`config.mk`:
```
export PLATFORM = sky130hd
export DESIGN_NAME = regfile_write_arbiter
export DESIGN_NICKNAME = d
export VERILOG_FILES = /design/src/rtl/regfile_arb_pkg.sv /design/src/rtl/regfile_write_arbiter_rr_arbiter.sv /design/src/rtl/regfile_write_arbiter.sv
export SDC_FILE = /design/constraint.sdc
export NUM_CORES = 1
export LEC_CHECK = 0
export CAP_MARGIN = 40
export CELL_PAD_IN_SITES_DETAIL_PLACEMENT = 1
export CELL_PAD_IN_SITES_GLOBAL_PLACEMENT = 1
export CORE_MARGIN = 1
export CORE_UTILIZATION = 50
export DETAILED_ROUTE_END_ITERATION = 10
export DONT_BUFFER_PORTS = 1
export GPL_TIMING_DRIVEN = 0
export PLACE_DENSITY = 0.95
export SETUP_SLACK_MARGIN = 0.02
export SLEW_MARGIN = 30
export SYNTH_ARGS = -nofsm -noshare
export SYNTH_HDL_FRONTEND = slang
export SYNTH_SLANG_ARGS = --single-unit
```
`constraint.sdc`:
```
create_clock -name clock -period 16.48 [get_ports clock]
set_input_delay 4.944 -clock clock [delete_from_list [all_inputs] [get_ports clock]]
set_output_delay 4.944 -clock clock [all_outputs]
set_load 0.01 [all_outputs]
```
`src/rtl/regfile_arb_pkg.sv`:
```
// Shared types and constants for the register-file write arbiter.
package regfile_arb_pkg;

    localparam int unsigned NUM_REGS   = 32;
    localparam int unsigned DEF_ADDR_W = 5;
    localparam int unsigned DEF_DATA_W = 32;
    localparam int unsigned GID_W      = 3;   // requester index width, up to 8 requesters
    localparam int unsigned CNT_W      = 6;   // clear counter, holds 1..NUM_REGS

    typedef enum logic [1:0] {
        ST_IDLE  = 2'd0,
        ST_CLEAR = 2'd1,
        ST_DONE  = 2'd2
    } clear_state_t;

    // Round-robin successor of idx among n requesters.
    function automatic logic [GID_W-1:0] rr_next(input logic [GID_W-1:0] idx,
                                                 input int unsigned      n);
        int unsigned nxt;
        nxt = 32'(idx) + 32'd1;
        return (nxt >= n) ? '0 : GID_W'(nxt);
    endfunction

endpackage

```
`src/rtl/regfile_write_arbiter_rr_arbiter.sv`:
```
// Round-robin grant: first requester at or after ptr (mod N) wins.
module rr_arbiter
    import regfile_arb_pkg::*;
#(
    parameter int unsigned N = 3
) (
    input  logic [N-1:0]     req,
    input  logic [GID_W-1:0] ptr,
    output logic [N-1:0]     grant,
    output logic [GID_W-1:0] idx
);

    // Pick the requester with the smallest circular distance from ptr.
    always_comb begin
        int unsigned best;
        int unsigned best_i;
        int unsigned d;
        best   = N;
        best_i = 0;
        d      = 0;
        grant  = '0;
        for (int unsigned i = 0; i < N; i++) begin
            if (req[i]) begin
                d = (i >= 32'(ptr)) ? (i - 32'(ptr)) : (i + N - 32'(ptr));
                if (d < best) begin
                    best   = d;
                    best_i = i;
                end
            end
        end
        for (int unsigned i = 0; i < N; i++) begin
            grant[i] = (best < N) && (best_i == i);
        end
        idx = GID_W'(best_i);
    end

endmodule

```
`src/rtl/regfile_write_arbiter.sv`:
```
// Round-robin sharing of the register-file write port among NUM_REQ requesters.
// Optional clear sequencer (zeroes registers 1..31) enabled by REGFILE_ARB_CLEAR_EN.
module regfile_write_arbiter
    import regfile_arb_pkg::*;
#(
    parameter int unsigned NUM_REQ = 3,
    parameter int unsigned DATA_W  = DEF_DATA_W,
    parameter int unsigned ADDR_W  = DEF_ADDR_W
) (
    input  logic                      clock,
    input  logic                      ctrl_reset_n,
    input  logic [NUM_REQ-1:0]        req_valid,
    output logic [NUM_REQ-1:0]        req_ready,
    input  logic [NUM_REQ*ADDR_W-1:0] req_addr,
    input  logic [NUM_REQ*DATA_W-1:0] req_data,
    output logic                      ctrl_writeEnable,
    output logic [ADDR_W-1:0]         ctrl_writeReg,
    output logic [DATA_W-1:0]         data_writeReg,
    output logic [GID_W-1:0]          grant_id
`ifdef REGFILE_ARB_CLEAR_EN
    ,
    input  logic                      clear_start,
    output logic                      clear_done
`endif
);

    logic [GID_W-1:0]   rr_ptr;
    logic [NUM_REQ-1:0] arb_grant;
    logic [GID_W-1:0]   arb_idx;
    logic               hs;
    logic               busy;
    logic               clr_wr;
    logic [ADDR_W-1:0]  clr_addr;
    logic [ADDR_W-1:0]  sel_addr;
    logic [DATA_W-1:0]  sel_data;

    rr_arbiter #(.N(NUM_REQ)) u_rr (
        .req   (req_valid),
        .ptr   (rr_ptr),
        .grant (arb_grant),
        .idx   (arb_idx)
    );

    // Ready is held low in reset and while the clear sequencer owns the port.
    assign req_ready = (ctrl_reset_n && !busy) ? arb_grant : '0;
    assign hs        = |req_ready;

    // Select the winning requester's address and data.
    always_comb begin
        sel_addr = '0;
        sel_data = '0;
        for (int unsigned i = 0; i < NUM_REQ; i++) begin
            if (arb_grant[i]) begin
                sel_addr = req_addr[i*ADDR_W +: ADDR_W];
                sel_data = req_data[i*DATA_W +: DATA_W];
            end
        end
    end

`ifdef REGFILE_ARB_CLEAR_EN
    clear_state_t     state;
    logic [CNT_W-1:0] cnt;

    // Clear FSM: walk cnt 1..31, then one idle cycle before DONE so that
    // clear_done follows the last write on the port.
    always_ff @(posedge clock or negedge ctrl_reset_n) begin
        if (!ctrl_reset_n) begin
            state      <= ST_IDLE;
            cnt        <= '0;
            clear_done <= 1'b0;
        end else begin
            clear_done <= 1'b0;
            case (state)
                ST_IDLE: begin
                    if (clear_start) begin
                        state <= ST_CLEAR;
                        cnt   <= CNT_W'(1);
                    end
                end
                ST_CLEAR: begin
                    if (cnt == CNT_W'(NUM_REGS)) begin
                        state      <= ST_DONE;
                        clear_done <= 1'b1;
                    end else begin
                        cnt <= cnt + CNT_W'(1);
                    end
                end
                ST_DONE: state <= ST_IDLE;
                default: state <= ST_IDLE;
            endcase
        end
    end

    assign busy     = (state != ST_IDLE);
    assign clr_wr   = (state == ST_CLEAR) && (cnt != CNT_W'(NUM_REGS));
    assign clr_addr = ADDR_W'(cnt);
`else
    assign busy     = 1'b0;
    assign clr_wr   = 1'b0;
    assign clr_addr = '0;
`endif

    // Pointer moves past the requester that completed a handshake.
    always_ff @(posedge clock or negedge ctrl_reset_n) begin
        if (!ctrl_reset_n) begin
            rr_ptr <= '0;
        end else if (hs) begin
            rr_ptr <= rr_next(arb_idx, NUM_REQ);
        end
    end

    // Write stage: register the clear write or the winning request; r0 is never enabled.
    always_ff @(posedge clock or negedge ctrl_reset_n) begin
        if (!ctrl_reset_n) begin
            ctrl_writeEnable <= 1'b0;
            ctrl_writeReg    <= '0;
            data_writeReg    <= '0;
            grant_id         <= '0;
        end else if (clr_wr) begin
            ctrl_writeEnable <= 1'b1;
            ctrl_writeReg    <= clr_addr;
            data_writeReg    <= '0;
            grant_id         <= '0;
        end else if (hs) begin
            ctrl_writeEnable <= (sel_addr != '0);
            ctrl_writeReg    <= sel_addr;
            data_writeReg    <= sel_data;
            grant_id         <= arb_idx;
        end else begin
            ctrl_writeEnable <= 1'b0;
        end
    end

endmodule

```
# Word level (Yosys, flattened, before mapping)
# Cells that the tools add are included.
[totals] mem_bits_ro=0 memories=0 latch_bits=0 input_bits=116 ramBits=0 word_cells=50 register_bits=44 out_inout_bits=44
[classes] multipliers=0 n_eq_ne=2 n_div=0 n_shift=0 n_addsub=7 reduce_logical=6 n_mux=22 n_lt_le_gt_ge=8 bitwise=0
[ops] cell="two-way mux 32 bit" n=15
[ops] cell="< comparator 32 x 2 -> 1 bit (second input constant)" n=2
[ops] cell="< comparator 32 bit" n=2
[ops] cell="== test 32 x 1 -> 1 bit (second input constant)" n=1
[ops] cell="== test 32 x 2 -> 1 bit (second input constant)" n=1
[ops] cell="logical NOT 32 bit" n=1
[ops] cell="two-way mux 5 bit" n=3
[ops] cell="subtractor 1 x 3 -> 4 bit (first input constant)" n=2
[ops] cell="subtractor 2 x 3 -> 4 bit (first input constant)" n=2
[ops] cell="subtractor 3 x 3 -> 4 bit (first input constant)" n=2
[ops] cell=">= comparator 1 x 3 -> 1 bit (first input constant)" n=2
[ops] cell="two-way mux 3 bit" n=2
[ops] cell="nonzero test 5 bit" n=1
[ops] cell="adder 3 x 1 -> 4 bit (second input constant)" n=1
[ops] cell=">= comparator 4 x 2 -> 1 bit (second input constant)" n=1
[ops] cell=">= comparator 2 x 3 -> 1 bit (first input constant)" n=1
[ops] cell="logical AND 1 bit" n=3
[ops] cell="OR reduction 3 bit" n=1
[ops] cell="two-way mux 1 bit" n=2

# Logic depth before layout (Yosys ltp)
[depth] ltp_word=18 ltp_mapped=25 mapped_depth_nobuf=22

# Modules after synthesis
# From an unflattened synthesis, not the netlist that was laid out.
[hier_totals] cells_unflattened=317 hier_area_um2=2855.2
[by_module_without_submodules] module="regfile_write_arbiter" area_per_inst_um2=2282.2 cells_each=245 seq_area_each_um2=1101.1 instances=1
[by_module_without_submodules] module="rr_arbiter" area_per_inst_um2=573.0 cells_each=72 seq_area_each_um2=0.0 instances=1

# Worst setup path before layout
# Ideal clock, no wire load.
[synth_timing] kind="input -> output" from="input req_valid[0]" to="output req_ready[1]" n_path_buf=3 t_arrival_ns=8.342 stages=18 required_time_ns=11.536 slack_ns=3.194 cell_sequence="nand2b_1 -> or2_2 -> ha_1 -> nand2_1 -> and3b_1 -> buf_1 -> nand2_1 -> buf_2 -> nand2_1 -> o21ai_0 -> ha_1 -> a211o_1 -> a211o_1 -> a211oi_1 -> nor4_1 -> o211ai_1 -> clkbuf_1 -> nor2_1"
[synth_via] elab_chain_len=10 elab_cells_between_ends=15 cone_classes="order compare (3); eq/ne (1); mux (10); reduce/logical (1)"
[synth_lines] element="from (decl)" line_no="regfile_write_arbiter.sv:12" source="input logic [NUM_REQ-1:0] req_valid,"
[synth_lines] element="two-way mux 32 bit (*)" line_no="regfile_write_arbiter_rr_arbiter.sv:23" source="if (req[i]) begin"
[synth_lines] element="< comparator 32 bit" line_no="regfile_write_arbiter_rr_arbiter.sv:25" source="if (d < best) begin"
[synth_lines] element="two-way mux 32 bit" line_no="regfile_write_arbiter_rr_arbiter.sv:25"
[synth_lines] element="two-way mux 32 bit" line_no="regfile_write_arbiter_rr_arbiter.sv:23"
[synth_lines] element="< comparator 32 bit" line_no="regfile_write_arbiter_rr_arbiter.sv:25"
[synth_lines] element="two-way mux 32 bit" line_no="regfile_write_arbiter_rr_arbiter.sv:25"
[synth_lines] element="two-way mux 32 bit" line_no="regfile_write_arbiter_rr_arbiter.sv:23"
[synth_lines] element="< comparator 32 x 2 -> 1 bit / == test 32 x 1 -> 1 bit (equally long branches)" line_no="regfile_write_arbiter_rr_arbiter.sv:32" source="grant[i] = (best < N) && (best_i == i);"
[synth_lines] element="logical AND 1 bit (*)" line_no="regfile_write_arbiter_rr_arbiter.sv:32"
[synth_lines] element="two-way mux 3 bit (*)" line_no="regfile_write_arbiter.sv:45" source="assign req_ready = (ctrl_reset_n && !busy) ? arb_grant : '0;"
[synth_lines] element="to (decl)" line_no="regfile_write_arbiter.sv:13" source="output logic [NUM_REQ-1:0] req_ready,"
# Every way passes the cells marked *; elsewhere a longest branch is shown, timed or not.

# Worst setup path after layout
[layout_timing] from="input req_valid[0]" to="output req_ready[0]"
[layout_via] elab_chain_len=10 elab_cells_between_ends=15 cone_classes="order compare (3); mux (10); reduce/logical (2)"
[layout_lines] element="two-way mux 32 bit (*)" line_no="regfile_write_arbiter_rr_arbiter.sv:23"
[layout_lines] element="< comparator 32 bit" line_no="regfile_write_arbiter_rr_arbiter.sv:25"
[layout_lines] element="two-way mux 32 bit" line_no="regfile_write_arbiter_rr_arbiter.sv:25"
[layout_lines] element="two-way mux 32 bit" line_no="regfile_write_arbiter_rr_arbiter.sv:23"
[layout_lines] element="< comparator 32 bit" line_no="regfile_write_arbiter_rr_arbiter.sv:25"
[layout_lines] element="two-way mux 32 bit" line_no="regfile_write_arbiter_rr_arbiter.sv:25"
[layout_lines] element="two-way mux 32 bit" line_no="regfile_write_arbiter_rr_arbiter.sv:23"
[layout_lines] element="< comparator 32 x 2 -> 1 bit / logical NOT 32 bit (equally long branches)" line_no="regfile_write_arbiter_rr_arbiter.sv:32"
[layout_lines] element="logical AND 1 bit (*)" line_no="regfile_write_arbiter_rr_arbiter.sv:32"
[layout_lines] element="two-way mux 3 bit (*)" line_no="regfile_write_arbiter.sv:45"
# Marks and branches as above.

==> results.md <==
- The number of global-route vias before repair is about 2600.
- The period utilization is 85.9%.
- The most common cell in the netlist is dfrtp_1.
- The CTS H-tree depth is 2.
- The routed via count is around 2500.
- The smallest setup slack after layout is approximately 2.3 ns.
- The static leakage is between 1.5 and 2 nW.
- The placed instances occupy a cell area of 3060 um2.
- For this run, the total global-route usage over all layers was measured as approximately 28%.
- The part of the power in registers is about a third.
- The count of final hold-check violations is 0.
- The initial antenna violation count was 0.
- The share of flip-flops with an asynchronous set or reset after synthesis is 100%.
- The die footprint is about 6300 um2.
- The share of total power dissipated in the clock network is between 10% and 20%.
- The worst hold path endpoint is grant_id[1]$_DFFE_PN0P_.
- The clock tree skew after final layout is 0.00594 ns.
- The antenna violation net count after detailed routing is 0.
- The CTS clock-pin slew for the worst setup and hold paths is 0.08 ns.
- The critical path is of the input port to output port type.
- The worst-case vdd ir drop is just over 0.1 mV.
- In the final layout, the multi-input gates occupy between 1500 and 2000 um2.
- Fill cells in the final layout number between 600 and 700.
- The net count after synthesis is about 430.
- The share of power burned in combinational logic is between 50% and 60%.
- The worst register-to-register path begins at rr_ptr[2]$_DFFE_PN0P_.
- The number of ports placed on the die boundary is between 150 and 200.
- In this run the tool buffered the top-level ports with 0 buffer cells.
- Counting every instance in the synthesized netlist gives around 290.
- The clock reaches the later pin of the worst-skew pair after 0.29 ns.
- The post-place setup slack is approximately 2.4 ns.
- The number of distinct standard cells referenced by the synthesized netlist is approximately 50.
- The core area is about 5600 um2.
- The flow ran to the end, and the final reports show no timing, DRC or antenna violations.
- The library cell occupying the most area in the post-synthesis netlist is dfrtp_1.
- The initial detailed-routing violation count is 124.
- For the worst setup path, the data required time is 11.54 ns.
- The transition time of the tightest slew-check pin is about 0.7 ns.
- The final layout net count is roughly 440.
- In this run the worst path has a maximum fanout of 10.
- For the worst setup path, the data arrival time is around 9.2 ns.
- Setup slack on the worst reg-to-reg path comes out at 10.21 ns.
- The global-route wire length before repair is 13.2 mm.
- Derived from the worst setup path, the maximum achievable clock frequency is 70.6 MHz.
- The wire length per cell after detailed routing is approximately 23 um.
- In this run the most critical hold path is launched from grant_id[1]$_DFFE_PN0P_.
- In the final layout, flip-flops and latches occupy 1080 um2.
- The cts-stage hold buffer count is 0.
- For this design, the sink count on the clock tree is 43.
- The synthesized netlist occupies a cell area of between 2000 and 3000 um2.
- The share of final-layout standard cells stronger than drive strength 1 is approximately a tenth.
- The effective utilization at floorplan is approximately 53%.
- The CTS buffer count is 5.
- For this block, the routed nets add up to 8.66 mm of wire.
- The top-area cell type share of the netlist area is ~36%.
- The hold-critical path depth is 2.
- The sequential element share of the synthesized area is 36.2%.
- STA classifies the critical path endpoint as an output port.
- The total power consumption of the routed design is 0.684 mW.
- Measured in cells, the most critical reg-to-reg path has a length of 24.
- The die is around 79 um wide.
- The number of enable flip-flop cells after synthesis is 0.
- The ratio of routed vias to standard cells is 6.56.
- The total of flip-flops plus latches after synthesis is 43.
- Detailed placement ended at an HPWL of slightly below 7 mm.
- Setup repair after global routing left no endpoint under its margin.
- Headroom to the max-slew limit came out at approximately 53%.
- The net switching fraction of the power is roughly 44%.
- The maximum buffer depth of the clock tree is 2.
- Row generation in the floorplan step produced 27 rows.
- For this design the total switching power over the nets is approximately 0.3 mW.
- The total internal power is between 0.3 and 0.4 mW.
- The overflow left after global routing is 0.
- Entering global routing, the biggest net connects 46 pins.
- By count the netlist is led by dfrtp_1 (43), nor2_1 (42), mux2i_1 (39).
- For this run, the leading register cell type out of synthesis is dfrtp_1.
- The first detailed-routing pass took 4 iterations.
- The number of endpoints failing setup at the final stage is 0.
- The number of resized instances in the post-cts repair step is 0.
- The design area is 3170 um2.
- The number of warnings printed during yosys synthesis is 0.
- Adding up every negative setup slack in the final design gives 0 ns.
- The final-report max-slew violation count is 0.
- After synthesis, the mean cell area works out to between 10 and 15 um2.
- Across the run, the number of max-cap violations was 0.
- The tightest min-delay check is of the flop to flop type.
- By area the synthesized netlist is led by dfrtp_1 (36%), mux2i_1 (13%), a221o_1 (12%).
- The final critical delay including setup and external delays is around 14 ns.
- The DRC violation count after routing is 0.
- At the end of routability-driven placement, the weighted congestion stood at 0.828.
- The root buffer cell is clkbuf_8.
- The CTS tree is yes.
- Compared with the post-synthesis result, the final layout area differs by 6.82%.
- The die extent in y is approximately 79 um.
- 0 antenna diodes ended up in the layout.
- Power spread over the standard cell area amounts to between 200 and 250 nW/um2.
- The endpoint of the lowest-slack register-to-register path is rr_ptr[0]$_DFFE_PN0P_.
- The worst setup path is launched from an input port.
- The number of setup buffers added after CTS is 0.
-- cells in the final DEF, fill, tap and decap left out, types with 2 or more instances in the layout --
| cell | n |
|---|---|
| a21o_1 | 3 |
| o21ai_0 | 6 |
| conb_1 | 2 |
| ha_1 | 21 |
| nand2_1 | 10 |
| clkbuf_1 | 5 |
| mux2i_1 | 39 |
| a221o_1 | 36 |
| nor2b_1 | 2 |
| buf_6 | 5 |
| nand2b_1 | 3 |
| and3_1 | 2 |
| buf_2 | 8 |
| a211o_1 | 3 |
| nand3_1 | 3 |
| dfrtp_1 | 43 |
| nand4b_1 | 2 |
| nor3_1 | 2 |
| nor4_1 | 4 |
| nor2_1 | 42 |
| o31ai_1 | 2 |
| buf_1 | 2 |
| inv_1 | 10 |
| clkbuf_8 | 5 |
| a21oi_1 | 8 |
| o211ai_1 | 4 |
| a211oi_1 | 2 |
-- power groups by stage --
stage / logic (mW) / clock network, mW / registers (mW)
after floorplan: 0.302 / 0 / 0.209
after global placement: 0.356 / 0 / 0.225
after detailed placement: 0.374 / 0 / 0.227
after CTS: 0.375 / 0.0848 / 0.227
after global routing: 0.410 / 0.0888 / 0.231
final: 0.374 / 0.0833 / 0.227
-- layout make-up --
type | instances | area share, %
Buffer | 21 | 4.10
Multi-Input combinational cell | 220 | 54.4
Tap cell | 72 | 2.84
Inverter | 10 | 1.18
Clock buffer | 5 | 2.17
Sequential cell | 43 | 33.9
Clock inverter | 3 | 1.38
-- how the worst max path moves through the flow --
stage	cells after the start	startpoint	slack, ns	to
after floorplan	18	req_valid[0]	3.19	req_ready[1]
after global placement	18	req_valid[0]	2.39	req_ready[0]
after detailed placement	18	req_valid[0]	2.36	req_ready[0]
after CTS	18	req_valid[0]	2.32	req_ready[0]
after global routing	18	req_valid[0]	1.89	req_ready[0]
final	18	req_valid[0]	2.32	req_ready[0]
-- registers in the layout, summed over array words and instances, names as in the netlist --
name	count
rr_ptr	3
grant_id	2
ctrl_writeReg	5
ctrl_writeEnable	1
data_writeReg	32
-- kinds of logic (layout without fill, tap and decap cells) --
kind of cell	count (synthesis)	in the layout	share of synthesized area (%)
xor gates and xnor gates	1	1	0.295
adders and majority gates	21	21	8.84
DFF	43	43	36.2
AOI/OAI and AO/OA	76	76	21.8
other	2	2	0.253
buffers and inverters	31	39	5.64
and+or+nand+nor	80	80	13.4
muxes	40	40	13.5
-- worst max-delay path: stages --
cell	delay [ns]
nand2b_1	0.10
a211oi_1	0.33
ha_1	0.31
o211ai_1	0.18
inv_1	0.11
o21ai_0	0.22
nand2_1	0.22
buf_2	0.28
nand2_1	0.10
o21ai_0	0.09
ha_1	0.20
a211o_1	0.25
a211o_1	0.34
a211oi_1	0.30
nor4_1	0.10
o211ai_1	0.47
clkbuf_1	0.46
a21oi_1	0.23
-- metrics by stage --
step	std cells	hold slack, ns	util, %
floorplan	294	0.514	-
global placement	366	0.530	54.6
detailed placement	366	0.564	54.6
CTS	374	0.587	56.6
global route	374	0.598	56.6
finish	374	0.576	56.6
-- per-layer routing --
layer | wire length [um] | share of wire [%] | track usage, %
met1 | 3400 | 39 | 32.0
met2 | 4610 | 53 | 50.8
met3 | 546 | 6.3 | 6.44
met4 | 112 | 1.3 | 6.00
met5 | 0 | 0 | 0
(Power assumes the default switching activity.)
